**src/rtl/ocl_fifo_pkg.sv**
```systemverilog
// Shared constants, read-FSM states and the register-window decoder for the
// OCL multi-channel FIFO bridge.
package ocl_fifo_pkg;

  localparam logic [3:0] OFF_DATA   = 4'h0;
  localparam logic [3:0] OFF_STATUS = 4'h4;
  localparam logic [3:0] OFF_CTRL   = 4'h8;

  localparam logic [1:0] RESP_OKAY   = 2'b00;
  localparam logic [1:0] RESP_SLVERR = 2'b10;
  localparam logic [1:0] RESP_DECERR = 2'b11;

  localparam logic [31:0] RD_TMO_DATA = 32'hDEAD_0000;
  localparam logic [31:0] RD_DEC_DATA = 32'hAAAA_AAAA;

  typedef enum logic [2:0] {
    ST_IDLE, ST_WAIT_DATA, ST_POP, ST_CAPTURE, ST_RESP
  } rd_state_e;

  typedef enum logic [1:0] {REG_DATA, REG_STATUS, REG_CTRL, REG_NONE} reg_sel_e;

  typedef struct packed {
    reg_sel_e   sel;
    logic [2:0] ch;
  } reg_dec_t;

  // Anything outside the channel windows or off the three word offsets is unmapped.
  function automatic reg_dec_t reg_decode(input logic [31:0] addr,
                                          input logic [31:0] base,
                                          input int          num_ch);
    logic [31:0] off;
    reg_dec_t    d;
    off   = addr - base;
    d.ch  = off[6:4];
    d.sel = REG_NONE;
    if (addr >= base && off < 32'(num_ch * 16)) begin
      case (off[3:0])
        OFF_DATA:   d.sel = REG_DATA;
        OFF_STATUS: d.sel = REG_STATUS;
        OFF_CTRL:   d.sel = REG_CTRL;
        default:    d.sel = REG_NONE;
      endcase
    end
    return d;
  endfunction

endpackage

```
**src/rtl/sync_fifo.sv**
```systemverilog
// Single-clock FIFO with registered pop data, a show-ahead head word and a
// one-cycle flush that overrides push/pop.
module sync_fifo #(
  parameter int DATA_W = 32,
  parameter int DEPTH  = 16
) (
  input  logic                   clk,
  input  logic                   rst_n,
  input  logic                   flush,
  input  logic                   push,
  input  logic [DATA_W-1:0]      din,
  input  logic                   pop,
  output logic [DATA_W-1:0]      dout,
  output logic [DATA_W-1:0]      head,
  output logic                   full,
  output logic                   empty,
  output logic [$clog2(DEPTH):0] count
);
  localparam int PW = $clog2(DEPTH);
  localparam int CW = PW + 1;

  logic [DATA_W-1:0] mem [DEPTH];
  logic [PW-1:0]     wptr_q, wptr_d, rptr_q, rptr_d;
  logic [CW-1:0]     count_q, count_d;
  logic [DATA_W-1:0] dout_q, dout_d;
  logic              do_push, do_pop;

  assign full    = (count_q == CW'(DEPTH));
  assign empty   = (count_q == '0);
  assign do_push = push & ~full;
  assign do_pop  = pop & ~empty;
  assign dout    = dout_q;
  assign head    = mem[rptr_q];
  assign count   = count_q;

  always_comb begin
    wptr_d  = wptr_q;
    rptr_d  = rptr_q;
    count_d = count_q;
    // A committed pop still delivers its word even if a flush lands with it.
    dout_d  = do_pop ? mem[rptr_q] : dout_q;
    if (flush) begin
      wptr_d  = '0;
      rptr_d  = '0;
      count_d = '0;
    end else begin
      if (do_push) wptr_d = wptr_q + PW'(1);
      if (do_pop)  rptr_d = rptr_q + PW'(1);
      count_d = count_q + CW'(do_push) - CW'(do_pop);
    end
  end

  always_ff @(posedge clk or negedge rst_n) begin
    if (!rst_n) begin
      wptr_q  <= '0;
      rptr_q  <= '0;
      count_q <= '0;
      dout_q  <= '0;
    end else begin
      wptr_q  <= wptr_d;
      rptr_q  <= rptr_d;
      count_q <= count_d;
      dout_q  <= dout_d;
    end
  end

  always_ff @(posedge clk) begin
    if (do_push && !flush) mem[wptr_q] <= din;
  end

endmodule

```
**src/rtl/ocl_fifo_bridge.sv**
```systemverilog
// Multi-channel register-to-stream bridge: per-channel TX/RX FIFOs behind a
// DATA/STATUS/CTRL register window, with a blocking, timed-out read path.
module ocl_fifo_bridge
  import ocl_fifo_pkg::*;
#(
  parameter int          NUM_CH     = 2,
  parameter int          DATA_W     = 32,
  parameter int          DEPTH      = 16,
  parameter logic [31:0] BASE_ADDR  = 32'h0000_0600,
  parameter int          RD_TIMEOUT = 256
) (
  input  logic                     clk_main_a0,
  input  logic                     rst_main_n_sync,
  input  logic                     wr_valid,
  input  logic [31:0]              wr_addr,
  input  logic [31:0]              wdata,
  output logic                     wr_err,
  input  logic                     arvalid,
  input  logic [31:0]              araddr,
  output logic                     arready,
  output logic                     rvalid,
  output logic [31:0]              rdata,
  output logic [1:0]               rresp,
  input  logic                     rready,
  output logic [NUM_CH-1:0]        acc_tx_valid,
  output logic [NUM_CH*DATA_W-1:0] acc_tx_data,
  input  logic [NUM_CH-1:0]        acc_tx_ready,
  input  logic [NUM_CH-1:0]        acc_rx_valid,
  input  logic [NUM_CH*DATA_W-1:0] acc_rx_data,
  output logic [NUM_CH-1:0]        acc_rx_ready
);
  localparam int CW  = $clog2(DEPTH) + 1;
  localparam int CHW = (NUM_CH > 1) ? $clog2(NUM_CH) : 1;
  localparam int TW  = (RD_TIMEOUT > 2) ? $clog2(RD_TIMEOUT) : 1;

  logic [NUM_CH-1:0]             tx_push, tx_flush, rx_flush, rx_pop;
  logic [NUM_CH-1:0]             tx_full, tx_empty, rx_full, rx_empty;
  logic [NUM_CH-1:0][CW-1:0]     tx_count, rx_count;
  logic [NUM_CH-1:0][DATA_W-1:0] tx_head, rx_dout, rx_din;
  logic [NUM_CH-1:0][DATA_W-1:0] tx_dout_unused, rx_head_unused;
  logic                          tie_unused;

  assign rx_din       = acc_rx_data;
  assign acc_tx_data  = tx_head;
  assign acc_tx_valid = ~tx_empty;
  assign acc_rx_ready = ~rx_full;

  for (genvar g = 0; g < NUM_CH; g++) begin : g_ch
    sync_fifo #(.DATA_W(DATA_W), .DEPTH(DEPTH)) u_tx (
      .clk(clk_main_a0), .rst_n(rst_main_n_sync), .flush(tx_flush[g]),
      .push(tx_push[g]), .din(wdata[DATA_W-1:0]), .pop(acc_tx_ready[g]),
      .dout(tx_dout_unused[g]), .head(tx_head[g]), .full(tx_full[g]),
      .empty(tx_empty[g]), .count(tx_count[g]));
    sync_fifo #(.DATA_W(DATA_W), .DEPTH(DEPTH)) u_rx (
      .clk(clk_main_a0), .rst_n(rst_main_n_sync), .flush(rx_flush[g]),
      .push(acc_rx_valid[g]), .din(rx_din[g]), .pop(rx_pop[g]),
      .dout(rx_dout[g]), .head(rx_head_unused[g]), .full(rx_full[g]),
      .empty(rx_empty[g]), .count(rx_count[g]));
  end

  // ---------------- write path ----------------
  reg_dec_t       wr_dec;
  logic [CHW-1:0] wch;
  logic           wr_err_q, wr_err_d;

  always_comb begin
    wr_dec   = reg_decode(wr_addr, BASE_ADDR, NUM_CH);
    wch      = wr_dec.ch[CHW-1:0];
    tx_push  = '0;
    tx_flush = '0;
    rx_flush = '0;
    wr_err_d = 1'b0;
    if (wr_valid) begin
      case (wr_dec.sel)
        REG_DATA: begin
          if (tx_full[wch]) wr_err_d = 1'b1;
          else              tx_push[wch] = 1'b1;
        end
        REG_CTRL: begin
          tx_flush[wch] = wdata[0];
          rx_flush[wch] = wdata[1];
        end
        default: wr_err_d = 1'b1;
      endcase
    end
  end

  assign wr_err = wr_err_q;

  // ---------------- read FSM ----------------
  reg_dec_t       rd_dec;
  logic [CHW-1:0] ach;
  logic [31:0]    status;
  rd_state_e      state_q, state_d;
  logic [CHW-1:0] ch_q, ch_d;
  logic [TW-1:0]  tmo_q, tmo_d;
  logic           rvalid_q, rvalid_d;
  logic [31:0]    rdata_q, rdata_d;
  logic [1:0]     rresp_q, rresp_d;

  always_comb begin
    rd_dec   = reg_decode(araddr, BASE_ADDR, NUM_CH);
    ach      = rd_dec.ch[CHW-1:0];
    status   = {8'h00, 8'(rx_count[ach]), 8'(tx_count[ach]), 4'h0,
                rx_empty[ach], rx_full[ach], tx_empty[ach], tx_full[ach]};
    state_d  = state_q;
    ch_d     = ch_q;
    tmo_d    = tmo_q;
    rvalid_d = rvalid_q;
    rdata_d  = rdata_q;
    rresp_d  = rresp_q;
    rx_pop   = '0;
    case (state_q)
      ST_IDLE: if (arvalid) begin
        ch_d = ach;
        case (rd_dec.sel)
          REG_DATA: begin
            tmo_d   = '0;
            state_d = rx_empty[ach] ? ST_WAIT_DATA : ST_POP;
          end
          REG_STATUS: begin
            rdata_d = status;  rresp_d = RESP_OKAY;
            rvalid_d = 1'b1;   state_d = ST_RESP;
          end
          REG_CTRL: begin
            rdata_d = '0;      rresp_d = RESP_OKAY;
            rvalid_d = 1'b1;   state_d = ST_RESP;
          end
          default: begin
            rdata_d = RD_DEC_DATA;  rresp_d = RESP_DECERR;
            rvalid_d = 1'b1;        state_d = ST_RESP;
          end
        endcase
      end
      ST_WAIT_DATA: begin
        // Data arriving on the last waiting cycle still beats the timeout.
        if (!rx_empty[ch_q]) begin
          state_d = ST_POP;
        end else if (tmo_q == TW'(RD_TIMEOUT - 1)) begin
          rdata_d = RD_TMO_DATA;  rresp_d = RESP_SLVERR;
          rvalid_d = 1'b1;        state_d = ST_RESP;
        end else begin
          tmo_d = tmo_q + TW'(1);
        end
      end
      ST_POP: begin
        rx_pop[ch_q] = 1'b1;
        state_d      = ST_CAPTURE;
      end
      ST_CAPTURE: begin
        rdata_d = 32'(rx_dout[ch_q]);  rresp_d = RESP_OKAY;
        rvalid_d = 1'b1;               state_d = ST_RESP;
      end
      ST_RESP: if (rready) begin
        rvalid_d = 1'b0;
        state_d  = ST_IDLE;
      end
      default: state_d = ST_IDLE;
    endcase
  end

  always_ff @(posedge clk_main_a0 or negedge rst_main_n_sync) begin
    if (!rst_main_n_sync) begin
      state_q  <= ST_IDLE;
      ch_q     <= '0;
      tmo_q    <= '0;
      rvalid_q <= 1'b0;
      rdata_q  <= '0;
      rresp_q  <= '0;
      wr_err_q <= 1'b0;
    end else begin
      state_q  <= state_d;
      ch_q     <= ch_d;
      tmo_q    <= tmo_d;
      rvalid_q <= rvalid_d;
      rdata_q  <= rdata_d;
      rresp_q  <= rresp_d;
      wr_err_q <= wr_err_d;
    end
  end

  assign arready = (state_q == ST_IDLE);
  assign rvalid  = rvalid_q;
  assign rdata   = rdata_q;
  assign rresp   = rresp_q;

  assign tie_unused = ^{wdata, wr_dec.ch, rd_dec.ch, tx_dout_unused, rx_head_unused};

endmodule

```
**config.mk**
```make
export PLATFORM = sky130hd
export DESIGN_NAME = ocl_fifo_bridge
export DESIGN_NICKNAME = d
export VERILOG_FILES = /design/src/rtl/ocl_fifo_pkg.sv /design/src/rtl/sync_fifo.sv /design/src/rtl/ocl_fifo_bridge.sv
export SDC_FILE = /design/constraint.sdc
export NUM_CORES = 2
export LEC_CHECK = 0
export ABC_AREA = 1
export BUFFER_PORTS_ARGS = -buffer_cell sky130_fd_sc_hd__buf_2
export CAP_MARGIN = 20
export CELL_PAD_IN_SITES_DETAIL_PLACEMENT = 1
export CELL_PAD_IN_SITES_GLOBAL_PLACEMENT = 2
export CORE_MARGIN = 2
export CORE_UTILIZATION = 35
export CTS_CLUSTER_DIAMETER = 80
export DETAILED_ROUTE_END_ITERATION = 10
export PLACE_DENSITY_LB_ADDON = 0.1
export SETUP_SLACK_MARGIN = 0.1
export SLEW_MARGIN = 40
export SYNTH_ARGS = -nofsm -noshare
export SYNTH_HDL_FRONTEND = slang
export SYNTH_HIERARCHICAL = 1
export SYNTH_SLANG_ARGS = --single-unit
```
**constraint.sdc**
```tcl
create_clock -name clk_main_a0 -period 4.9 [get_ports clk_main_a0]
set_clock_uncertainty 0.15 [all_clocks]
set_input_delay 1.225 -clock clk_main_a0 [delete_from_list [all_inputs] [get_ports clk_main_a0]]
set_output_delay 1.225 -clock clk_main_a0 [all_outputs]
set_load 0.02 [all_outputs]
```
Yosys cells after proc, flatten, opt, wreduce, memory -nomap -nowiden
Memories as Yosys holds them, arrays and structs flattened. A register that Yosys moved wholly into a read port is not among the register bits.
Cells that the tools add are included.
{ "totals": {"register_bits": 100, "latchBits": 0, "mem_bits_rw": 2048, "mem_bits_ro": 0, "input_bits": 169, "out_inout_bits": 105, "memories": 4} }
{ "classes": {"n_addsub": 19, "multipliers": 0, "n_div": 0, "magnitude_cmp": 9, "n_eq_ne": 24, "n_shift": 0, "mux": 93, "bitwise_logic": 20, "reduce_logical": 40} }
{ "memory_table": {"columns": ["name", "words", "word_bits", "rd", "rd_ports_with_merged_regs", "wr", "line_no", "text"], "rows": [
  ["g_ch[0].u_rx.mem", 16, 32, 1, 1, 1, "sync_fifo.sv:22", "logic [DATA_W-1:0] mem [DEPTH];"],
  ["g_ch[0].u_tx.mem", 16, 32, 1, 0, 1, "sync_fifo.sv:22", null],
  ["g_ch[1].u_rx.mem", 16, 32, 1, 1, 1, "sync_fifo.sv:22", null],
  ["g_ch[1].u_tx.mem", 16, 32, 1, 0, 1, "sync_fifo.sv:22", null]
]} }
{ "ops": {"columns": ["op", "n"], "rows": [
  ["$pmux 32 s3", 2],
  ["$mux 32", 5],
  ["$ge 32x11->1 const B", 2],
  ["$lt 32x6->1 const B", 2],
  ["$mux 4", 16],
  ["$sub 32x11->32 const B", 2],
  ["$mux 5", 8],
  ["$add 4x1->4 const B", 8],
  ["$mux 8", 4],
  ["$mux 1", 29],
  ["$mux 2", 14],
  ["$add 5x1->5", 4],
  ["$eq 5x5->1 const B", 4],
  ["$logic_not 5->1", 4],
  ["$sub 5x1->5", 4],
  ["$pmux 2 s3", 3],
  ["$reduce_bool 2->1", 9],
  ["$pmux 8 s2", 1],
  ["$mux 3", 5],
  ["$pmux 3 s5", 1],
  ["$ne 2x2->1 const B", 6],
  ["$reduce_and 5->1", 2],
  ["$add 8x1->8 const B", 1],
  ["$and 1x1->1", 8],
  ["other kinds (30)", 61]
]} }

Longest topological paths before layout
{ "logic_depth": {"depth_word": 12, "depth_mapped": 24, "ltp_nobuf": 24} }

By module
Netlist, hierarchy kept.
{ "by_module_without_submodules": {"columns": ["mod", "n_inst", "cells_per_inst", "area_per_inst_um2", "seq_area_each_um2"], "rows": [
  ["sync_fifo (g_ch[1].u_tx)", 1, 2316, 24054.3, 16500.8],
  ["sync_fifo (g_ch[0].u_tx)", 1, 2314, 24038.1, 16500.8],
  ["sync_fifo (g_ch[1].u_rx)", 1, 2316, 24033.0, 16500.8],
  ["sync_fifo (g_ch[0].u_rx)", 1, 2315, 24029.3, 16500.8],
  ["ocl_fifo_bridge", 1, 713, 4396.7, 1201.2]
]} }

Least setup slack after synthesis
OpenSTA, ideal clock, no wires.
{ "synth_timing": {"path_type": "input -> register", "start": "in wr_addr[9]", "end": "mem g_ch[0].u_tx.mem[1][0], enable pin", "setup_ns": 0.461, "arrival_time_ns": 5.165, "slack_ns": -0.876, "path_stages": 16, "path_buffers": 0, "cell_sequence": "ha_1 -> inv_1 -> nand3_2 -> nor2_4 -> nand2_1 -> nand2_1 -> nand2_1 -> nor2_1 -> nand2_1 -> nor2_2 -> nand2_2 -> nor3_1 -> nand2_1 -> nor2_1 -> inv_1 -> nor3_1"} }
{ "synth_between": {"elab_chain_cells": 11, "word_cells_on_any_way": 16, "cone_classes": "1 x add/sub; 2 x order compare; 1 x eq/ne; 7 x mux; 1 x bitwise; 4 x reduce/logical"} }
{ "synth_lines": {"columns": ["item", "line_no", "text"], "rows": [
  ["start: declaration", "ocl_fifo_bridge.sv:15", "input logic [31:0] wr_addr,"],
  ["$sub 32x11->32", "ocl_fifo_pkg.sv:33", "off = addr - base;"],
  ["$lt 32x6->1", "ocl_fifo_pkg.sv:36", "if (addr >= base && off < 32'(num_ch * 16)) begin"],
  ["$logic_and 1x1->1 (*)", "ocl_fifo_pkg.sv:36", null],
  ["$mux 2 (*)", "ocl_fifo_pkg.sv:36", null],
  ["$logic_not 2->1 (*)", "ocl_fifo_bridge.sv:74", "case (wr_dec.sel)"],
  ["$mux 2 (*)", "ocl_fifo_bridge.sv:74", null],
  ["$mux 2 (*)", "ocl_fifo_bridge.sv:73", "if (wr_valid) begin"],
  ["net tx_push[0]", "ocl_fifo_bridge.sv:36", "logic [NUM_CH-1:0] tx_push, tx_flush, rx_flush, rx_pop;"],
  ["$and 1x1->1 (*)", "sync_fifo.sv:30", "assign do_push = push & ~full;"],
  ["$logic_and 1x1->1 (*)", "sync_fifo.sv:68", "if (do_push && !flush) mem[wptr_q] <= din;"],
  ["$mux 1 (*)", "sync_fifo.sv:68", null],
  ["$mux 1 (not written as such) (*)", "sync_fifo.sv:68", null],
  ["end: declaration", "sync_fifo.sv:22", null]
]} }
Mark *: on every way through the listed nets, which the timed path passes. The rest lies on a longest branch.

Worst setup path after layout
{ "layout_timing": {"start": "reg g_ch[0].u_tx.rptr_q[0]", "end": "out acc_tx_data[12]"} }
{ "layout_between": {"elab_chain_cells": 1} }
{ "layout_lines": {"columns": ["item", "line_no", "text"], "rows": [
  ["start: declaration", "sync_fifo.sv:23", "logic [PW-1:0] wptr_q, wptr_d, rptr_q, rptr_d;"],
  ["start signal: assignment", "sync_fifo.sv:61", "rptr_q <= rptr_d;"],
  ["$mem_v2 16x32", null, null],
  ["end: declaration", "ocl_fifo_bridge.sv:26", "output logic [NUM_CH*DATA_W-1:0] acc_tx_data,"]
]} }
No other way between the ends.

==> parameters.txt <==
Parameter                              Value

Status
  Result of the run ... finished clean

Routing
  Violation count after the first detailed-routing iteration ... 4283
  Antenna Nets Post-Route ... 0
  Drt pass-1 iters ... 7
  DR DRC count ... 0
  Per-cell routed wire length ... 22.6 um
  Vias after detailed routing ... 67912
  Total routed wirelength ... 316000 um
  Via/cell ratio ... 4.85

Clocking
  CTS Sinks ... 2212
  Clock tree from TritonCTS ... yes
  Total clock buffers created by CTS ... 270
  Total of cells resized after clock tree synthesis ... 0
  Hold bufs inserted after CTS ... 0
  Clk root buf ... clkbuf_16
  Buffers inserted during post-CTS setup optimization ... 0
  CTS HTree Levels ... 5
  Clk pin slew, worst setup/hold paths ... 60 ps
  Maximum clock path buffer count ... 4
  Insertion delay to the later sink of the worst-skew pair ... 870 ps

Critical path
  Cell with the biggest individual delay on the critical path ... dfrtp_4
  Critical path capture point type ... output pin
  CP bufs+invs ... 3
  CP Data Arrival Time ... 3180 ps
  Most numerous cell on the critical path ... nand2_1
  Crit path kind ... flop to output pin
  Critical path fanouts, max ... 89
  Highest cell delay on the worst timing path ... 530 ps
  Top Family by Delay on Critical Path ... buffers and inverters
  Slack of the worst reg-to-reg path ... 980 ps
  Req. time, crit path ... 3520 ps
  Type of origin of the critical path ... flop
  Critical path, cell by cell ... inv_8 -> buf_12 -> nand2_1 -> nand2_1 -> nand2_1 -> nand3_1 -> nand3_1 -> nand2_1 -> buf_2

Final layout
  Final-stage net count ... 10296
  Fillers ... 30802
  Layout cells sized above 1 ... 10.4%
  Number of standard cells in the layout, taps in and fillers out ... 14002
  Final cell area excluding filler cells ... 115000 um^2
  Final core area utilization ... 41.0%
  Post-synthesis to final-layout area growth ... 16.6%

Timing
  Slew @ Worst Pin ... 828 ps
  Final worst-path cycle share ... 93.1%
  Crit path time final ... 4560 ps
  Max transition margin ... 44.8%
  Min setup slack post-route ... 340 ps
  # setup viols final ... 0
  Setup repair after global routing missed its margin ... false
  Fmax ... 219 MHz
  Final Hold Violating Endpoints ... 0
  Worst Hold Margin ... 178 ps
  Sum of negative setup slack ... 0 ps
  Final Max Tran Viols ... 0

Power
  Overall power after layout ... 56.7 mW
  Internal portion of total power ... 37.4 mW
  Peak ir drop on the vdd network ... 0.398 mV
  Sequential fraction of design power ... 39.4%
  Leakage power ... 49.0 nW
  Comb pwr share ... 26.2%
  Net load switching power ... 19.4 mW
  Share of power burned in the clock network ... 34.4%
  Switching share of power ... 34.2%
  Pwr dens ... 496 nW/um^2

Logic synthesis
  Gate count after technology mapping ... 9708
  Post-Syn Area ... 98200 um^2
  Warnings from Yosys ... 6
  Post-Syn Area per Cell ... 10.1 um^2
  Post-Syn Nets ... 9931

Floorplanning
  Core Area ... 279000 um^2
  Std-Cell Rows ... 194
  Die boundary width ... 534 um
  Initial core utilization ... 35.2%
  I/O Pins ... 274
  Die area ... 285000 um^2
  Vertical die dimension ... 534 um

Place
  Quantity of I/O buffers inserted on ports ... 273
  Total half-perimeter wirelength after legalization and detailed placement ... 192000 um
  Post-place instance area ... 106000 um^2
  Pre-CTS WS ... -110 ps
  Global placer's final weighted congestion ... 0.819
  Post-placement cell count ... 13523

Global route
  Pin count of the biggest net entering global routing ... 165
  Global-route wire length before repair ... 472000 um
  Number of global-route vias before repair ... 71323
  Total overflow reported by the global router ... 0
  Total routing resource utilization after global routing ... 22.0%
  Antenna violations before repair ... 29

Hold path
  Min-Delay Path Class ... primary input to async pin

Job
  Number of max-capacitance violations reported ... 0
## cells in the final DEF (no fill, tap or decap), types with 57 or more instances in the layout
master and count:
clkbuf_16 281, nor2_1 153, clkbuf_1 65, nand3_1 1607, buf_12 145, inv_1 1690
dfrtp_1 148, edfxtp_1 2048, nand2_1 3180, buf_4 155, o21ai_0 57, buf_2 245
## power by group through the flow
stage               sequential [mW]  combinational [mW]  clock [mW]
global route                   22.5                16.4        20.8
CTS                            22.4                15.2        20.1
global placement               22.7                15.0           0
detailed placement             22.8                15.2           0
floorplan                      22.5                9.12           0
finish                         22.4                14.9        19.5
## state kept, by name, summed over array words and instances, names as in the netlist
| name | flops |
|---|---|
| state_q | 3 |
| rresp | 2 |
| g_ch.u_tx/rptr_q | 8 |
| g_ch.u_tx/mem | 1024 |
| g_ch.u_rx/mem | 1024 |
| ch_q | 1 |
| g_ch.u_rx/count | 10 |
| g_ch.u_tx/wptr_q | 8 |
| g_ch.u_rx/wptr_q | 8 |
| rvalid | 1 |
| g_ch.u_rx/dout | 64 |
| rdata | 32 |
| g_ch.u_rx/rptr_q | 8 |
| tmo_q | 8 |
| wr_err | 1 |
| g_ch.u_tx/count | 10 |
## cell type report
type	instances	area (um^2)	area share [%]
repair buffers	553	5440	4.75
multi-input cells	5316	23800	20.8
well taps	3724	4660	4.07
clock inverters	113	1080	0.940
inverters	1720	6510	5.69
clock buffers	355	7400	6.46
flip-flops and latches	2212	65600	57.3
diodes	9	22.5	0.0197
## worst paths after layout
check,startpoint,endpoint,cells after the start
min in group clk_main_a0,g_ch[0].u_rx/dout[15]$_DFFE_PN0P_,g_ch[0].u_rx/dout[15]$_DFFE_PN0P_,2
max in group asynchronous,rst_main_n_sync,g_ch[1].u_rx/rptr_q[1]$_DFFE_PN0P_,2
hold reg to reg,g_ch[0].u_rx/dout[15]$_DFFE_PN0P_,g_ch[0].u_rx/dout[15]$_DFFE_PN0P_,2
hold / removal,rst_main_n_sync,g_ch[1].u_rx/dout[4]$_DFFE_PN0P_,1
setup / recovery,g_ch[0].u_tx/rptr_q[0]$_DFFE_PN0P_,acc_tx_data[12],9
setup reg to reg,state_q[1]$_DFFE_PN0P_,g_ch[1].u_rx/count[4]$_DFF_PN0_,18
## routing by layer
metal | share of wire [%] | GRT usage, % | routed length (um)
met2 | 48 | 37.0 | 153000
met4 | 2.8 | 6.47 | 8920
met1 | 45 | 29.5 | 142000
met3 | 3.9 | 2.87 | 12300
met5 | 0.029 | 0 | 92
## worst reg2reg max path, stage by stage (launching register included)
cell	delay [ps]
dfrtp_1	340
inv_1	180
or2_2	330
nor2_1	180
inv_1	90
nor2_1	120
nand2_1	70
buf_4	250
inv_2	560
ha_1	350
inv_1	50
ha_1	160
inv_1	60
fa_1	390
inv_1	110
a21oi_1	80
o21bai_1	160
o21ai_0	100
a21oi_1	140
No activity file was read; power rests on OpenSTA's default activity.
